### config.mk
export PLATFORM = sky130hd
export DESIGN_NAME = intr_ctrl
export DESIGN_NICKNAME = d
export VERILOG_FILES = /design/src/rtl/intr_pkg.sv /design/src/rtl/intr_prio_enc.sv /design/src/rtl/intr_ctrl.sv
export SDC_FILE = /design/constraint.sdc
export NUM_CORES = 1
export LEC_CHECK = 0
export CORE_MARGIN = 3
export CORE_UTILIZATION = 43
export DETAILED_ROUTE_END_ITERATION = 8
export PLACE_DENSITY_LB_ADDON = 0.1
export SLEW_MARGIN = 20
export SYNTH_ARGS = -nofsm -noshare
export SYNTH_HDL_FRONTEND = slang
export SYNTH_SLANG_ARGS = --single-unit
### constraint.sdc
create_clock -name clk -period 1.8 [get_ports clk]
set_clock_uncertainty 0.05 [all_clocks]
set_input_delay 0.36 -clock clk [delete_from_list [all_inputs] [get_ports clk]]
set_output_delay 0.36 -clock clk [all_outputs]
set_load 0.01 [all_outputs]
### src/rtl/intr_pkg.sv
// Shared constants for the interrupt controller: FSM state encoding,
// register addresses and STAT register bit positions.
package intr_pkg;

  typedef enum logic [1:0] {
    IDLE = 2'd0,
    REQ  = 2'd1,
    SVC  = 2'd2
  } state_t;

  localparam logic [1:0] ADDR_MASK = 2'd0;
  localparam logic [1:0] ADDR_EDGE = 2'd1;
  localparam logic [1:0] ADDR_PEND = 2'd2;
  localparam logic [1:0] ADDR_STAT = 2'd3;

  localparam int STAT_INSVC_BIT  = 9;
  localparam int STAT_STATE_MSB  = 8;
  localparam int STAT_STATE_LSB  = 7;

endpackage

### src/rtl/intr_prio_enc.sv
// Lowest-index-first priority encoder; bit 0 has the highest priority.
module intr_prio_enc #(
  parameter int N_SRC = 8,
  parameter int ID_W  = $clog2(N_SRC)
) (
  input  logic [N_SRC-1:0] req,
  output logic             valid,
  output logic [ID_W-1:0]  id
);

  // Scan from the top down so the lowest set index is the last one written.
  always_comb begin
    id    = {ID_W{1'b0}};
    valid = |req;
    for (int i = N_SRC - 1; i >= 0; i--) begin
      id = req[i] ? ID_W'(i) : id;
    end
  end

endmodule

### src/rtl/intr_ctrl.sv
// Interrupt controller: mask, edge/level pending, priority pick, ack/EOI FSM.
// Optional INTR_CTRL_SYNC_EN adds a 2-flop synchronizer on every src line.
module intr_ctrl
  import intr_pkg::*;
#(
  parameter int N_SRC = 8,
  parameter int ID_W  = $clog2(N_SRC)
) (
  input  logic              clk,
  input  logic              rst_n,
  input  logic [N_SRC-1:0]  src,
  input  logic              ack,
  input  logic              eoi,
  output logic              interrupt,
  output logic [ID_W-1:0]   irq_id,
  input  logic              reg_we,
  input  logic [1:0]        reg_addr,
  input  logic [31:0]       reg_wdata,
  output logic [31:0]       reg_rdata
);

  logic [N_SRC-1:0] src_s, src_prev_r, mask_r, edge_r, pend_r, pend_n_s;
  logic [N_SRC-1:0] wdat_s, set_s, clr_s, ack_vec_s, elig_s;
  logic             wr_mask_s, wr_edge_s, wr_pend_s, ack_take_s;
  logic             win_vld_s, interrupt_r, interrupt_n_s;
  logic [ID_W-1:0]  win_id_s, irq_id_r, irq_id_n_s;
  state_t           state_r, state_n_s;
  logic             unused_s;

`ifdef INTR_CTRL_SYNC_EN
  logic [N_SRC-1:0] sync1_r, sync2_r;

  // Two-stage synchronizer for asynchronous peripheral lines.
  always_ff @(posedge clk or negedge rst_n) begin
    if (!rst_n) begin
      sync1_r <= {N_SRC{1'b0}};
      sync2_r <= {N_SRC{1'b0}};
    end else begin
      sync1_r <= src;
      sync2_r <= sync1_r;
    end
  end
  assign src_s = sync2_r;
`else
  assign src_s = src;
`endif

  assign unused_s   = ^reg_wdata;
  assign wdat_s     = reg_wdata[N_SRC-1:0];
  assign wr_mask_s  = reg_we && (reg_addr == ADDR_MASK);
  assign wr_edge_s  = reg_we && (reg_addr == ADDR_EDGE);
  assign wr_pend_s  = reg_we && (reg_addr == ADDR_PEND);
  assign ack_take_s = (state_r == REQ) && ack;

  // Edge bits: set beats clear; level bits simply follow src.
  assign set_s     = src_s & ~src_prev_r;
  assign ack_vec_s = ack_take_s ? ({{(N_SRC-1){1'b0}}, 1'b1} << irq_id_r) : {N_SRC{1'b0}};
  assign clr_s     = (wr_pend_s ? wdat_s : {N_SRC{1'b0}}) | ack_vec_s;
  assign pend_n_s  = (edge_r & (set_s | (pend_r & ~clr_s))) | (~edge_r & src_s);
  assign elig_s    = pend_r & mask_r;

  intr_prio_enc #(.N_SRC(N_SRC), .ID_W(ID_W)) u_enc (
    .req   (elig_s),
    .valid (win_vld_s),
    .id    (win_id_s)
  );

  // Configuration registers, pending bits and edge-detect history.
  always_ff @(posedge clk or negedge rst_n) begin
    if (!rst_n) begin
      mask_r     <= {N_SRC{1'b0}};
      edge_r     <= {N_SRC{1'b0}};
      pend_r     <= {N_SRC{1'b0}};
      src_prev_r <= {N_SRC{1'b0}};
    end else begin
      mask_r     <= wr_mask_s ? wdat_s : mask_r;
      edge_r     <= wr_edge_s ? wdat_s : edge_r;
      pend_r     <= pend_n_s;
      src_prev_r <= src_s;
    end
  end

  // Request FSM: next state and the registered request/ID values.
  always_comb begin
    state_n_s     = state_r;
    interrupt_n_s = 1'b0;
    irq_id_n_s    = irq_id_r;
    case (state_r)
      IDLE: begin
        if (win_vld_s) begin
          state_n_s     = REQ;
          interrupt_n_s = 1'b1;
          irq_id_n_s    = win_id_s;
        end else begin
          state_n_s     = IDLE;
        end
      end
      REQ: begin
        if (ack) begin
          state_n_s     = SVC;
        end else if (!elig_s[irq_id_r]) begin
          state_n_s     = IDLE;
        end else begin
          interrupt_n_s = 1'b1;
        end
      end
      SVC: begin
        if (eoi) begin
          state_n_s = IDLE;
        end else begin
          state_n_s = SVC;
        end
      end
      default: begin
        state_n_s = IDLE;
      end
    endcase
  end

  // FSM state and output registers.
  always_ff @(posedge clk or negedge rst_n) begin
    if (!rst_n) begin
      state_r     <= IDLE;
      interrupt_r <= 1'b0;
      irq_id_r    <= {ID_W{1'b0}};
    end else begin
      state_r     <= state_n_s;
      interrupt_r <= interrupt_n_s;
      irq_id_r    <= irq_id_n_s;
    end
  end

  assign interrupt = interrupt_r;
  assign irq_id    = irq_id_r;

  // Register read mux; bits above N_SRC read as zero.
  always_comb begin
    reg_rdata = 32'd0;
    case (reg_addr)
      ADDR_MASK: reg_rdata = 32'(mask_r);
      ADDR_EDGE: reg_rdata = 32'(edge_r);
      ADDR_PEND: reg_rdata = 32'(pend_r);
      ADDR_STAT: begin
        reg_rdata[STAT_INSVC_BIT]                = (state_r == SVC);
        reg_rdata[STAT_STATE_MSB:STAT_STATE_LSB] = state_r;
        reg_rdata[ID_W-1:0]                      = irq_id_r;
      end
      default: reg_rdata = 32'd0;
    endcase
  end

endmodule
==> key figures, run 1 <==
Status
  • Status: completed

Pwr
  • Total power: ~3.1 mW
  • VDD IR-drop max: 0.000571 V
  • Pwr/cell area: 1160 mW/mm^2
  • Static Leak: approximately 1.3 nW

Critical path
  • CP Capture Type: primary output
  • CP Buf/Inv Count: 2
  • Crit path max-delay cell type: clkdlybuf4s50_1
  • Crit path kind: register to primary output
  • Crit path cell chain: buf_4 > clkdlybuf4s50_1
  • CP max FO: 9
  • CP startpoint kind: register
  • Largest stage delay on the critical path: 0.54 ns
  • Arr. time, crit path: 1.34 ns
  • Top delay family on crit path: buffers and inverters
  • WP data required: 1.39 ns

CTS
  • Number of buffers created by CTS: 5
  • Clock insertion delay at the later pin of the skew report: between 0.2 and 0.3 ns
  • Clock Path Buffers: 2
  • Clk pin slew, worst setup/hold paths: 0.08 ns
  • CTS Sinks: 38
  • CTS HTree Levels: 2
  • CTS tree: done
  • Clock root cell: clkbuf_8

Drt
  • Routed WL per cell: 15.5 microns
  • Vias per Instance: 5.24
  • DRC: 0
  • Antenna Violating Nets Remaining: 0
  • Vias post-DR: approximately 1,600
  • Routed wire length: 4740 microns
  • Initial drt markers: 66
  • 1st-pass router iterations: 4

Global route
  • Pin count of the biggest net entering global routing: 39
  • Vias in the first global route: roughly 1,600
  • First-pass GRT wire length: 7550 microns
  • Initial antenna violation count: 0
  • Grt ovf: 0
  • Total track usage: 18.3%

Timing
  • Min Tclk post-route: around 1.7 ns
  • RSZ-0062 raised after global routing: no
  • Tcrit/Tclk final: 97.0%
  • Final hold violation count: 0
  • Tightest hold margin: 0.391 ns
  • Setup violators final: 0
  • FMAX: around 0.57 GHz
  • Final Max Slew Viols: 0

Yosys
  • Synth Cell Area: about 0.0020 sq mm
  • Ys Warns: 0
  • Main area contributors after synthesis: dfrtp_1 (47%), mux2_2 (10%), buf_4 (8.2%)
  • Share of the synthesized area in the top cell type: roughly 47%
  • Yosys cell types: 31
  • Syn Area/Cell: between 10 and 15 sq um
  • Synth Area in Compound Gates: 11.9%
  • Yosys top cell by area: dfrtp_1
  • Seq/Total Area, Yosys: 47.3%
  • Combinational family with the most area after synthesis: multiplexers
  • Synth Instances: 180
  • Post-Synth XOR/XNOR Area: 0%
  • Post-synthesis mux area share: 19.4%
  • Post-synthesis adder-cell area fraction: 0%
  • #FFs+latches synth: 38
  • Synth Area in Simple Gates: 11.4%

Floorplan
  • Chip Height: 74.4 microns
  • Die W: 74.4 microns
  • Core ar.: 0.00444 sq mm
  • Die area: 0.00553 sq mm
  • Initial Utilization: 45.2%
  • Rows: 24
  • Top Ports: 83

Placement
  • Gpl congestion: 0.844
  • Placed insts: 296
  • Hpwl dp: 3560 microns
  • Placed inst area: 0.00259 sq mm
  • PortBufs: 36

Layout
  • Area of all placed cells without fillers: ~0.0027 sq mm
  • Non-filler cells, final: 306
  • N_diodes: 0
  • NumNets Final: 300
  • Area grow syn2layout: 34.5%
  • Share of cells above drive strength 1: around 28%

Run
  • Max_cap viols: 0

Hold path
  • Hold Path Class: input pin to async pin
-- placed cells by master (no fill, tap or decap), types with 2 or more instances in the layout --
cell type	synthesis	layout
dfrtp_1	38	38
nand2_1	34	34
buf_4	22	33
clkdlybuf4s50_1	0	23
conb_1	1	22
mux2_2	18	18
nor2_1	6	6
a221oi_1	6	6
a21o_1	6	6
dlygate4sd2_1	0	6
o21ai_0	6	5
clkbuf_8	0	5
mux2i_1	4	4
a22oi_1	4	4
nand3_1	4	4
a21oi_1	4	4
buf_2	1	4
mux4_2	3	3
mux4_1	3	3
inv_1	2	2
nand3b_1	2	2
a22o_1	2	2
clkbuf_1	1	2
-- metal layers --
| metal | part of all wire, % | GRT usage (%) | up-vias |
|---|---|---|---|
| li1 | - | - | 749 |
| met1 | 41 | 23.2 | 790 |
| met2 | 51 | 32.1 | 61 |
| met3 | 6.7 | 4.32 | 4 |
| met4 | 0.59 | 3.56 | 0 |
| met5 | 0 | 0 | - |
-- registers in the layout (all words and copies together) (netlist names) --
name,count
src_prev_r,8
mask_r,8
pend_r,8
edge_r,8
state_r,2
irq_id,3
interrupt,1
-- kinds of logic (layout without fill, tap and decap cells) --
family,count (synthesis),count (layout)
other cells,1,22
compound gates,33,33
simple gates,52,52
flops,38,38
buf+inv,28,81
mux,28,28
-- cell type report --
class | count | area, sq um
Sequential cell | 38 | 951
Fill cell | 365 | 1740
Multi-Input combinational cell | 135 | 957
Inverter | 2 | 7.51
Tap cell | 52 | 65.1
Timing Repair Buffer | 71 | 618
Clock buffer | 7 | 76.3
Clock inverter | 1 | 30.0
-- synth_stat cells --
master,count
nand3_1,4
nor2b_1,2
buf_2,1
and2b_1,1
a22oi_1,4
o21ai_0,6
a221oi_1,6
buf_4,22
and2_1,1
inv_1,2
nor2_1,6
mux2_2,18
clkbuf_1,1
mux2i_1,4
nand3b_1,2
a21oi_1,4
conb_1,1
o41ai_1,2
nor3b_2,1
and3_1,1
a21o_1,6
dfrtp_1,38
a32oi_1,1
buf_1,1
mux4_1,3
o2bb2ai_1,1
a32o_1,1
mux4_2,3
a22o_1,2
nand2_1,34
buf_6,1
-- report_power, final --
part / switching, mW / internal [mW]
Combinational: 0.593 / 0.680
Clock: 0.287 / 0.415
Sequential: 0.125 / 1.04
Total: 1.01 / 2.13
-- metrics by stage --
step	setup WS, ns	setup TNS (ns)	utilization, %
2_1_floorplan	0.115	0	-
3_3_place_gp	-0.745	-13.33	58.2
3_5_place_dp	-0.737	-13.74	58.2
4_1_cts	0.0222	0	60.9
5_1_grt	0.00545	0	60.9
6_report	0.0539	0	60.9
-- worst paths after layout --
| check | from | to | slack [ns] | depth (start not counted) |
|---|---|---|---|---|
| min in group clk | src[3] | src_prev_r[3] | 0.48 | 1 |
| max reg2reg | irq_id[0] | state_r[0] | 0.06 | 4 |
| max in group asynchronous | rst_n | pend_r[0] | 1.11 | 2 |
| min reg2reg | src_prev_r[0] | pend_r[0] | 0.49 | 2 |
| max | irq_id[0] | irq_id[0] | 0.05 | 2 |
| min | rst_n | src_prev_r[2] | 0.39 | 2 |
-- repair_timing --
item                       4_1_cts  5_1_grt
gates cloned                     0        0
gates resized for setup         39        1
setup buffers                    2        0
hold buffers                     0        0
setup endpoints to repair       24        1
No activity file was read; power rests on OpenSTA's default activity.
==> run 2, diff against run 1 <==
--- a/config.mk
+++ b/config.mk
@@ -5,7 +5,7 @@
 export SDC_FILE = /design/constraint.sdc
 export NUM_CORES = 1
 export LEC_CHECK = 0
-export CORE_MARGIN = 3
+export CAP_MARGIN = 20
 export CORE_UTILIZATION = 43
 export DETAILED_ROUTE_END_ITERATION = 8
 export PLACE_DENSITY_LB_ADDON = 0.1
@@ -13,3 +13,4 @@
 export SYNTH_ARGS = -nofsm -noshare
 export SYNTH_HDL_FRONTEND = slang
 export SYNTH_SLANG_ARGS = --single-unit
+export TNS_END_PERCENT = 1
==> run 2 against run 1 <==
- worst setup slack got worse by 0.012 ns
- fmax shrank 0.66%
- cell area is 0.51% lower
- first-iteration DRC count is 21% higher
- global-route usage is 2.9 points higher
- critical path depth did not move
- total power shrank 3.5%
- via count down 0.94%
- non-clock buffer count increased by 1
- clock-buffer cell count fell by 2
- sequential share of layout area rose by 0.23 points
- core utilization rose by 0.10 points
- critical endpoint unchanged
==> key figures, run 2 (synthesized netlist as in run 1, its figures left out) <==
Floorplan
  • Die area: 0.00495 sq mm (was 0.00553 sq mm)
  • Top Ports: 83 (unchanged)
  • Rows: 24 (unchanged)
  • Initial Utilization: 45.5% (was 45.2%)
  • Chip Height: 70.4 microns (was 74.4 microns)
  • Die W: 70.4 microns (was 74.4 microns)
  • Core ar.: 0.00441 sq mm (was 0.00444 sq mm)

Placement
  • PortBufs: 36 (unchanged)
  • Hpwl dp: 3720 microns (was 3560 microns)
  • Gpl congestion: 0.859 (was 0.844)
  • Placed insts: 299 (was 296)
  • Dpl ws: -0.702 ns (was -0.737 ns)

Layout
  • Most common cell after layout, fill and taps aside: dfrtp_1 (unchanged)
  • Most frequent cells in the layout: dfrtp_1 (37), nand2_1 (34), buf_4 (32) (was dfrtp_1 (38), nand2_1 (34), buf_4 (33))
  • NumNets Final: 301 (was 300)
  • Share of cells above drive strength 1: 30.3% (was 28.0%)
  • Area grow syn2layout: 33.9% (was 34.5%)
  • Non-filler cells, final: 306 (unchanged)
  • N_diodes: 0 (unchanged)
  • Final core utilization: 61.0% (was 60.9%)

Timing
  • FMAX: 0.569 GHz (was 0.573 GHz)
  • Setup violators final: 0 (unchanged)
  • Tightest hold margin: 0.443 ns (was 0.391 ns)
  • Min Tclk post-route: 1.76 ns (was 1.75 ns)
  • Tcrit/Tclk final: 97.7% (was 97.0%)
  • Final Max Slew Viols: 0 (unchanged)
  • Final hold violation count: 0 (unchanged)
  • RSZ-0062 raised after global routing: yes (was no)
  • Setup slack after layout: 0.0422 ns (was 0.0539 ns)
  • Setup tns final: 0 ns (unchanged)

CTS
  • Clock Path Buffers: 2 (unchanged)
  • Clock insertion delay at the later pin of the skew report: 0.30 ns (was 0.29 ns)
  • Clk pin slew, worst setup/hold paths: 0.08 ns (about the same)
  • CTS Sinks: 38 (unchanged)
  • CTS HTree Levels: 2 (unchanged)
  • Number of buffers created by CTS: 5 (unchanged)
  • Post-CTS sizing: 35 (was 39)
  • CTS tree: done (unchanged)
  • # hold bufs at CTS: 0 (unchanged)
  • Clock root cell: clkbuf_8 (unchanged)
  • Setup bufs post-CTS: 0 (was 2)

Drt
  • 1st-pass router iterations: 4 (unchanged)
  • Initial drt markers: 80 (was 66)
  • Routed WL per cell: 16.0 microns (was 15.5 microns)
  • Routed wire length: 4880 microns (was 4740 microns)
  • DRC: 0 (unchanged)
  • Vias post-DR: 1,589 (was 1,604)
  • Vias per Instance: 5.19 (was 5.24)
  • Antenna Violating Nets Remaining: 0 (unchanged)

Critical path
  • Reg2reg end: interrupt (was state_r[0])
  • CP max FO: 9 (unchanged)
  • CP Capture Type: primary output (unchanged)
  • CP Buf/Inv Count: 2 (unchanged)
  • WP data required: 1.39 ns (about the same)
  • Crit path cell chain: buf_6 > clkdlybuf4s50_1 (was buf_4 > clkdlybuf4s50_1)
  • CP startpoint kind: register (unchanged)
  • Crit path kind: register to primary output (unchanged)
  • Crit path max-delay cell type: clkdlybuf4s50_1 (unchanged)
  • R2r setup slk: 0.08 ns (was 0.06 ns)
  • Top delay family on crit path: buffers and inverters (unchanged)
  • Largest stage delay on the critical path: 0.54 ns (about the same)
  • R2r startpoint: pend_r[0] (was irq_id[0])
  • Arr. time, crit path: 1.35 ns (was 1.34 ns)
  • Worst r2r path cells: 5 (was 4)

Pwr
  • Pwr/cell area: 1120 mW/mm^2 (was 1160 mW/mm^2)
  • Static Leak: 1.28 nW (was 1.29 nW)
  • VDD IR-drop max: 0.000654 V (was 0.000571 V)

Global route
  • First-pass GRT wire length: 7850 microns (was 7550 microns)
  • Initial antenna violation count: 0 (unchanged)
  • Vias in the first global route: 1,644 (was 1,584)
  • Total track usage: 21.2% (was 18.3%)
  • Pin count of the biggest net entering global routing: 39 (unchanged)
  • Grt ovf: 0 (unchanged)

Run
  • Max_cap viols: 0 (unchanged)

Hold path
  • Hold Path Class: input pin to async pin (unchanged)

Status
  • Status: completed (unchanged)
-- run 2: cell count changes in the layout (fill, tap and decap cells not counted), sizes merged --
cell           change
bufinv             -1
dlygate4sd2        +1
clkbuf             -2
clkinv             +2
clkdlybuf4s15      -1
buf                +1
-- run 2: per-stage QoR --
| step | power (mW) | instance area, sq um |
|---|---|---|
| after global placement | 2.45 | 2610 |
| after global routing | 3.21 | 2690 |
| after floorplan | 1.87 | 2090 |
| after CTS | 3.00 | 2670 |
| after detailed placement | 2.48 | 2610 |
| final | 3.03 | 2690 |
-- run 2: metal layers --
layer | vias to the layer above | wire (microns) | track usage [%]
met5 | - | 0 | 0
met4 | 0 | 67 | 8.44
met3 | 7 | 253 | 4.76
met2 | 66 | 2480 | 36.3
met1 | 760 | 2080 | 25.7
li1 | 756 | - | -
-- run 2: where the power goes --
group          leakage (nW)  switching, mW  internal, mW
registers             0.446          0.139          1.04
logic                 0.790          0.595         0.693
clock network        0.0438          0.300         0.260
-- run 2: area by class of cell --
| class | instances | area [sq um] |
|---|---|---|
| Sequential cell | 38 | 952 |
| Clock buffer | 5 | 68.8 |
| Clock inverter | 2 | 10.0 |
| Fill cell | 375 | 1720 |
| Timing Repair Buffer | 72 | 622 |
| Multi-Input combinational cell | 135 | 966 |
| Inverter | 2 | 7.51 |
| Tap cell | 52 | 65.1 |
-- run 2: worst max path at each step --
| stage | startpoint | end | slack (ns) | cells past startpoint |
|---|---|---|---|---|
| after floorplan | irq_id[0] | interrupt | 0.11 | 4 |
| after global placement | reg_addr[1] | reg_rdata[0] | -0.69 | 3 |
| after detailed placement | reg_addr[1] | reg_rdata[0] | -0.70 | 3 |
| after CTS | reg_addr[0] | reg_rdata[2] | -0.02 | 4 |
| after global routing | pend_r[0] | interrupt | -0.01 | 5 |
| final | irq_id[0] | irq_id[0] | 0.04 | 2 |
-- run 2: worst register-to-register path: cells and delay by family, from the launching register on --
family	cells	cell delay (ns)
flops	1	0.37
mux	2	0.79
buf+inv	1	0.13
simple gates	1	0.08
compound gates	1	0.21
==> run 3, diff against run 2 <==
--- a/config.mk
+++ b/config.mk
@@ -9,7 +9,7 @@
 export CORE_UTILIZATION = 43
 export DETAILED_ROUTE_END_ITERATION = 8
 export PLACE_DENSITY_LB_ADDON = 0.1
-export SLEW_MARGIN = 20
+export SLEW_MARGIN = 10
 export SYNTH_ARGS = -nofsm -noshare
 export SYNTH_HDL_FRONTEND = slang
 export SYNTH_SLANG_ARGS = --single-unit
==> results of run 3 <==
Same layout as run 2: the final DEF is identical, and so are final timing and power.
==> edit 1 (settings of run 2) <==
The output `interrupt` loses its register stage (`interrupt_r` becomes a continuous assignment).
--- a/src/rtl/intr_ctrl.sv
+++ b/src/rtl/intr_ctrl.sv
@@ -122,12 +122,12 @@
     if (!rst_n) begin
       state_r     <= IDLE;
-      interrupt_r <= 1'b0;
       irq_id_r    <= {ID_W{1'b0}};
     end else begin
       state_r     <= state_n_s;
-      interrupt_r <= interrupt_n_s;
       irq_id_r    <= irq_id_n_s;
     end
   end
+
+  assign interrupt_r = interrupt_n_s;
 
   assign interrupt = interrupt_r;
Formal check against the unedited RTL: not equivalent (a bounded check fails within 4 cycles, from zero or initial values and one cycle with rst_n low).
==> edit 1 against run 2 <==
The run now ends with setup timing left; sequential share of layout area decreased by 2.5 points; first-iteration DRC count decreased by 33%; sequential cell count decreased by 1; total power increased by 10%; wire length increased by 3.7%; die area decreased by 1.2%; clock power increased by 3%; design area increased by 4.9%; area after synthesis decreased by 1.2%; worst setup slack got worse by 560 ps; utilization increased by 3.4 points.
==> edit 1: results (changes against run 2) <==
Clk Latency, worst-skew pair = 290 ps
CP arrival = 1900 ps (was 1350 ps)
asr flop ratio synth = 100% (unchanged)
Hold Path Class = in -> async (unchanged)
first-pass GRT wire length = 8420 um (was 7850 um)
WL/cell = 15.6 um (was 16.0 um)
sequential area share after synthesis = 46.6% (was 47.3%)
most frequent cells after synthesis = dfrtp_1 (37), nand2_1 (34), buf_4 (22) (was dfrtp_1 (38), nand2_1 (34), buf_4 (22))
total negative slack = -838 ps (was 0 ps)
outcome = finished with violations (was completed)
P&R area growth vs syn = 42.2% (was 33.9%)
initial antenna violation count = 0 (unchanged)
Synth Area in Compound Gates = 12.1% (was 11.9%)
ant diodes = 0 (unchanged)
GP Congestion = 0.867 (was 0.859)
Root Buffer = clkbuf_8 (unchanged)
gr usage total = 22.5% (was 21.2%)
Leak = 0.00137 uW (was 0.00128 uW)
fraction of layout cells with a size suffix above 1 = 37.9% (was 30.3%)
CP Max Fanout = 2 (was 9)
drt initial violations = 54 (was 80)
Final nets = 319 (was 301)
Peak VDD IR = 0.000670 V (was 0.000654 V)
fin worst setup slack = -513 ps (was 42.2 ps)
multiplexer area fraction after synthesis = 19.6% (was 19.4%)
Netlist cell types = 31 (unchanged)
Vias = 1,676 (was 1,589)
final setup vio count = 5 (was 0)
Fillers = 352 (was 375)
Synth Area in XOR/XNOR = 0% (unchanged)
largest net degree at the start of global routing = 38 (was 39)
largest cells by area after synthesis = dfrtp_1 (47%), mux2_2 (10%), buf_4 (8.3%), nand2_1 (6.4%), mux4_1 (4.0%) (was dfrtp_1 (47%), mux2_2 (10%), buf_4 (8.2%), nand2_1 (6.3%), mux4_1 (3.9%))
# port buffers = 36 (unchanged)
Post-DP HPWL = 4020 um (was 3720 um)
1st-pass router iterations = 4 (unchanged)
failing checks = setup timing
CTS max path bufs = 2 (unchanged)
Adder-Cell Fraction of Synth Area = 0% (unchanged)
placed cell area = 2730 um^2 (was 2610 um^2)
==> edit 1: area by class of cell <==
cell class | instances | area share, %
Timing Repair Buffer | 91 | 26.9
Sequential cell | 37 | 32.9
Tap cell | 52 | 2.30
Clock buffer | 7 | 3.06
Multi-Input combinational cell | 135 | 34.6
Inverter | 2 | 0.266
==> edit 1: power by group <==
part           total [uW]  internal [uW]  switching [uW]
clock                 578            303             275
sequential           1150           1010             139
combinational        1610            914             693
==> edit 1: logic make-up (layout without fill, tap and decap cells) <==
group | Yosys count | count (layout)
buffers and inverters | 28 | 100
multiplexers | 28 | 28
other | 1 | 22
AO/OA/AOI/OAI | 33 | 33
AND/OR/NAND/NOR | 52 | 52
flip-flops | 37 | 37
==> edit 1: critical path, stage by stage (launching register included) <==
cell and delay [ps]:
dfrtp_1 370, nand2_1 100, mux4_2 470, mux2_4 290, o41ai_4 210, buf_2 180
==> edit 1: path summary, 6_finish.rpt <==
check | from | to | slack [ps] | cells past startpoint
min in group clk | src[7] | src_prev_r[7] | 480 | 1
worst min-delay path | rst_n | src_prev_r[7] | 430 | 2
worst max register to register | pend_r[0] | state_r[0] | 80 | 5
max in group asynchronous | rst_n | state_r[0] | 920 | 2
worst max-delay path | pend_r[0] | interrupt | -510 | 5
worst min register to register | src_prev_r[0] | pend_r[0] | 490 | 2
==> edit 1: layer usage <==
layer  GRT usage [%]  wire length, um
met1            28.4             2180
met4            6.67               61
met2            38.1             2590
met5               0                0
met3            5.48              228
==> edit 1: timing repair <==
action                                  CTS  global route
setup buffers                             1             0
resized for setup                        42            16
pin swaps                                 0             0
endpoints found under the setup margin   13            10
==> edit 1: metrics by stage <==
step	setup WS (ps)	hold slack, ps	instances	power (uW)
after floorplan	-208	14.4	200	1890
after detailed placement	-708	483	316	2720
after global routing	-590	480	324	3540
after CTS	-562	455	324	3310
after global placement	-655	470	316	2660
final	-513	428	324	3340
==> edit 2 (config.mk and constraints of run 2) <==
Made on the original files. Build with the macro `INTR_CTRL_SYNC_EN` defined.
--- a/src/rtl/intr_ctrl.sv
+++ b/src/rtl/intr_ctrl.sv
@@ -1,4 +1,6 @@
 // Interrupt controller: mask, edge/level pending, priority pick, ack/EOI FSM.
 // Optional INTR_CTRL_SYNC_EN adds a 2-flop synchronizer on every src line.
+`define INTR_CTRL_SYNC_EN
+
 module intr_ctrl
   import intr_pkg::*;
Function: changed (Yosys sat finds a counterexample within 4 cycles, from zero or initial values and one cycle with rst_n low).
==> edit 2 against run 2 <==
Worst setup slack got worse by 4.4 ps; via count rose by 11%; sequential cell count rose by 16; total power rose by 17%; sequential power rose by 32%; clock power rose by 25%; wire length rose by 8.3%; design area rose by 16%; first-iteration DRC count fell by 11%; global-route usage fell by 1.9 points; area after synthesis rose by 20%; sequential share of layout area rose by 7.8 points.
==> edit 2: results (changes against run 2) <==
outcome = completed (unchanged)
CTS HTree Levels = 2 (unchanged)
# port buffers = 36 (unchanged)
ant diodes = 0 (unchanged)
placed cell area = 3020 um^2 (was 2610 um^2)
met3 usage = 4.05% (was 4.76%)
Routed WL = 5290 um (was 4880 um)
largest cells by area after synthesis = dfrtp_1 (56%), mux2_2 (8.4%), buf_4 (6.8%), nand2_1 (4.8%), mux4_1 (3.3%) (was dfrtp_1 (47%), mux2_2 (10%), buf_4 (8.2%), nand2_1 (6.3%), mux4_1 (3.9%))
gr usage total = 19.3% (was 21.2%)
Final nets = 316 (was 301)
Worst-path clk slew = 90 ps
Fillers = 436 (was 375)
CTS Buf Count = 5 (unchanged)
WL/cell = 15.6 um (was 16.0 um)
CP arrival = 1910 ps (was 1350 ps)
Post-DP HPWL = 3890 um (was 3720 um)
CTS max path bufs = 2 (unchanged)
GP Congestion = 0.863 (was 0.859)
Clk Latency, worst-skew pair = 300 ps (about the same)
Netlist cell types = 31 (unchanged)
initial antenna violation count = 0 (unchanged)
drt initial violations = 71 (was 80)
synth warn = 0 (unchanged)
vias in the first global route = 1,718 (was 1,644)
largest net degree at the start of global routing = 55 (was 39)
met1 Use GR = 25.3% (was 25.7%)
1st-pass router iterations = 4 (unchanged)
worst hold path depth = 0
met2 usage = 31.4% (was 36.3%)
most frequent cells after synthesis = dfrtp_1 (54), nand2_1 (31), buf_4 (22) (was dfrtp_1 (38), nand2_1 (34), buf_4 (22))
final core utilization = 59.4% (was 61.0%)
asr flop ratio synth = 100% (unchanged)
CP Max Fanout = 9 (unchanged)
Vias = 1,757 (was 1,589)
Worst path slowest cell = mux4_1 (was clkdlybuf4s50_1)
final setup vio count = 0 (unchanged)
Synth Flop Type = dfrtp_1 (unchanged)
Crit path max-delay family = multiplexers (was buffers and inverters)
placed insts = 329 (was 299)
fraction of layout cells with a size suffix above 1 = 29.6% (was 30.3%)
Hold Path Class = reg -> reg (was in -> async)
Crit path largest cell delay = 550 ps
first-pass GRT wire length = 8610 um (was 7850 um)
Leak = 0.00145 uW (was 0.00128 uW)
sequential area share after synthesis = 56.0% (was 47.3%)
Root Buffer = clkbuf_8 (unchanged)
Peak VDD IR = 0.000649 V (was 0.000654 V)
cells after synthesis = 195 (was 180)
==> edit 2: changes by cell type after synthesis <==
cell and change:
and2_1 +1, nor2_1 -2, clkbuf_1 +2, dfrtp_1 +16
nand2b_1 +1, nand2_1 -3, buf_1 -1, o21ai_0 +1
==> edit 2: area by class of cell <==
class | count | share of cell area (%)
clock inverters | 2 | 0.400
well taps | 70 | 2.80
inverters | 2 | 0.240
multi-input cells | 133 | 30.6
repair buffers | 73 | 20.1
clock buffers | 6 | 2.64
flip-flops and latches | 54 | 43.2
==> edit 2: worst reg2reg max path: cells and delay by family (launching register included) <==
kind | cells | cell delay [ps]
AOI/OAI and AO/OA | 1 | 220
buffers and inverters | 1 | 170
DFF | 1 | 360
muxes | 2 | 850
==> edit 2: repair_timing <==
| action | 4_1_cts | 5_1_grt |
|---|---|---|
| setup buffers | 2 | 0 |
| endpoints found under the hold margin | 31 | 0 |
| endpoints found under the setup margin | 16 | 7 |
| pin swaps | 0 | 0 |
| hold buffers | 1 | 0 |
| gates resized for setup | 35 | 11 |
==> edit 2: final timing paths <==
kind / start / end / slack (ps)
min in group asynchronous: rst_n / pend_r[2] / 520
setup reg to reg: irq_id[0] / state_r[0] / 40
setup / recovery: irq_id[0] / state_r[0] / 40
hold reg to reg: sync1_r[7] / src_s[7] / 310
hold / removal: sync1_r[7] / src_s[7] / 310
max in group asynchronous: rst_n / state_r[1] / 920
==> edit 2: cell families (layout without fill, tap and decap cells) <==
family | after synthesis | count (layout) | synth area share, %
buffers and inverters | 29 | 83 | 8.29
flip-flops | 54 | 54 | 56.0
AND/OR/NAND/NOR | 49 | 49 | 9.28
other | 1 | 22 | 0.155
multiplexers | 28 | 28 | 16.1
AO/OA/AOI/OAI | 34 | 34 | 10.2
==> edit 2: power breakdown <==
group	internal, uW	total [uW]	switching (uW)
Sequential	1420	1560	150
Combinational	677	1290	609
Clock	310	699	390
==> edit 2: per-layer routing <==
layer	share of wire (%)	wire, um	vias up
met4	2.1	109	0
met1	43	2260	888
li1	-	-	796
met2	50	2650	65
met3	5.1	270	8
met5	0	0	-
==> edit 2: metrics by stage <==
step | total power (uW) | hold WS (ps) | worst slack [ps]
4_1_cts | 3530 | 309 | 1.45
6_report | 3550 | 307 | 37.8
5_1_grt | 3750 | 314 | -30.6
3_5_place_dp | 2870 | 290 | -681
3_3_place_gp | 2840 | 282 | -683
2_1_floorplan | 2260 | 14.4 | 115
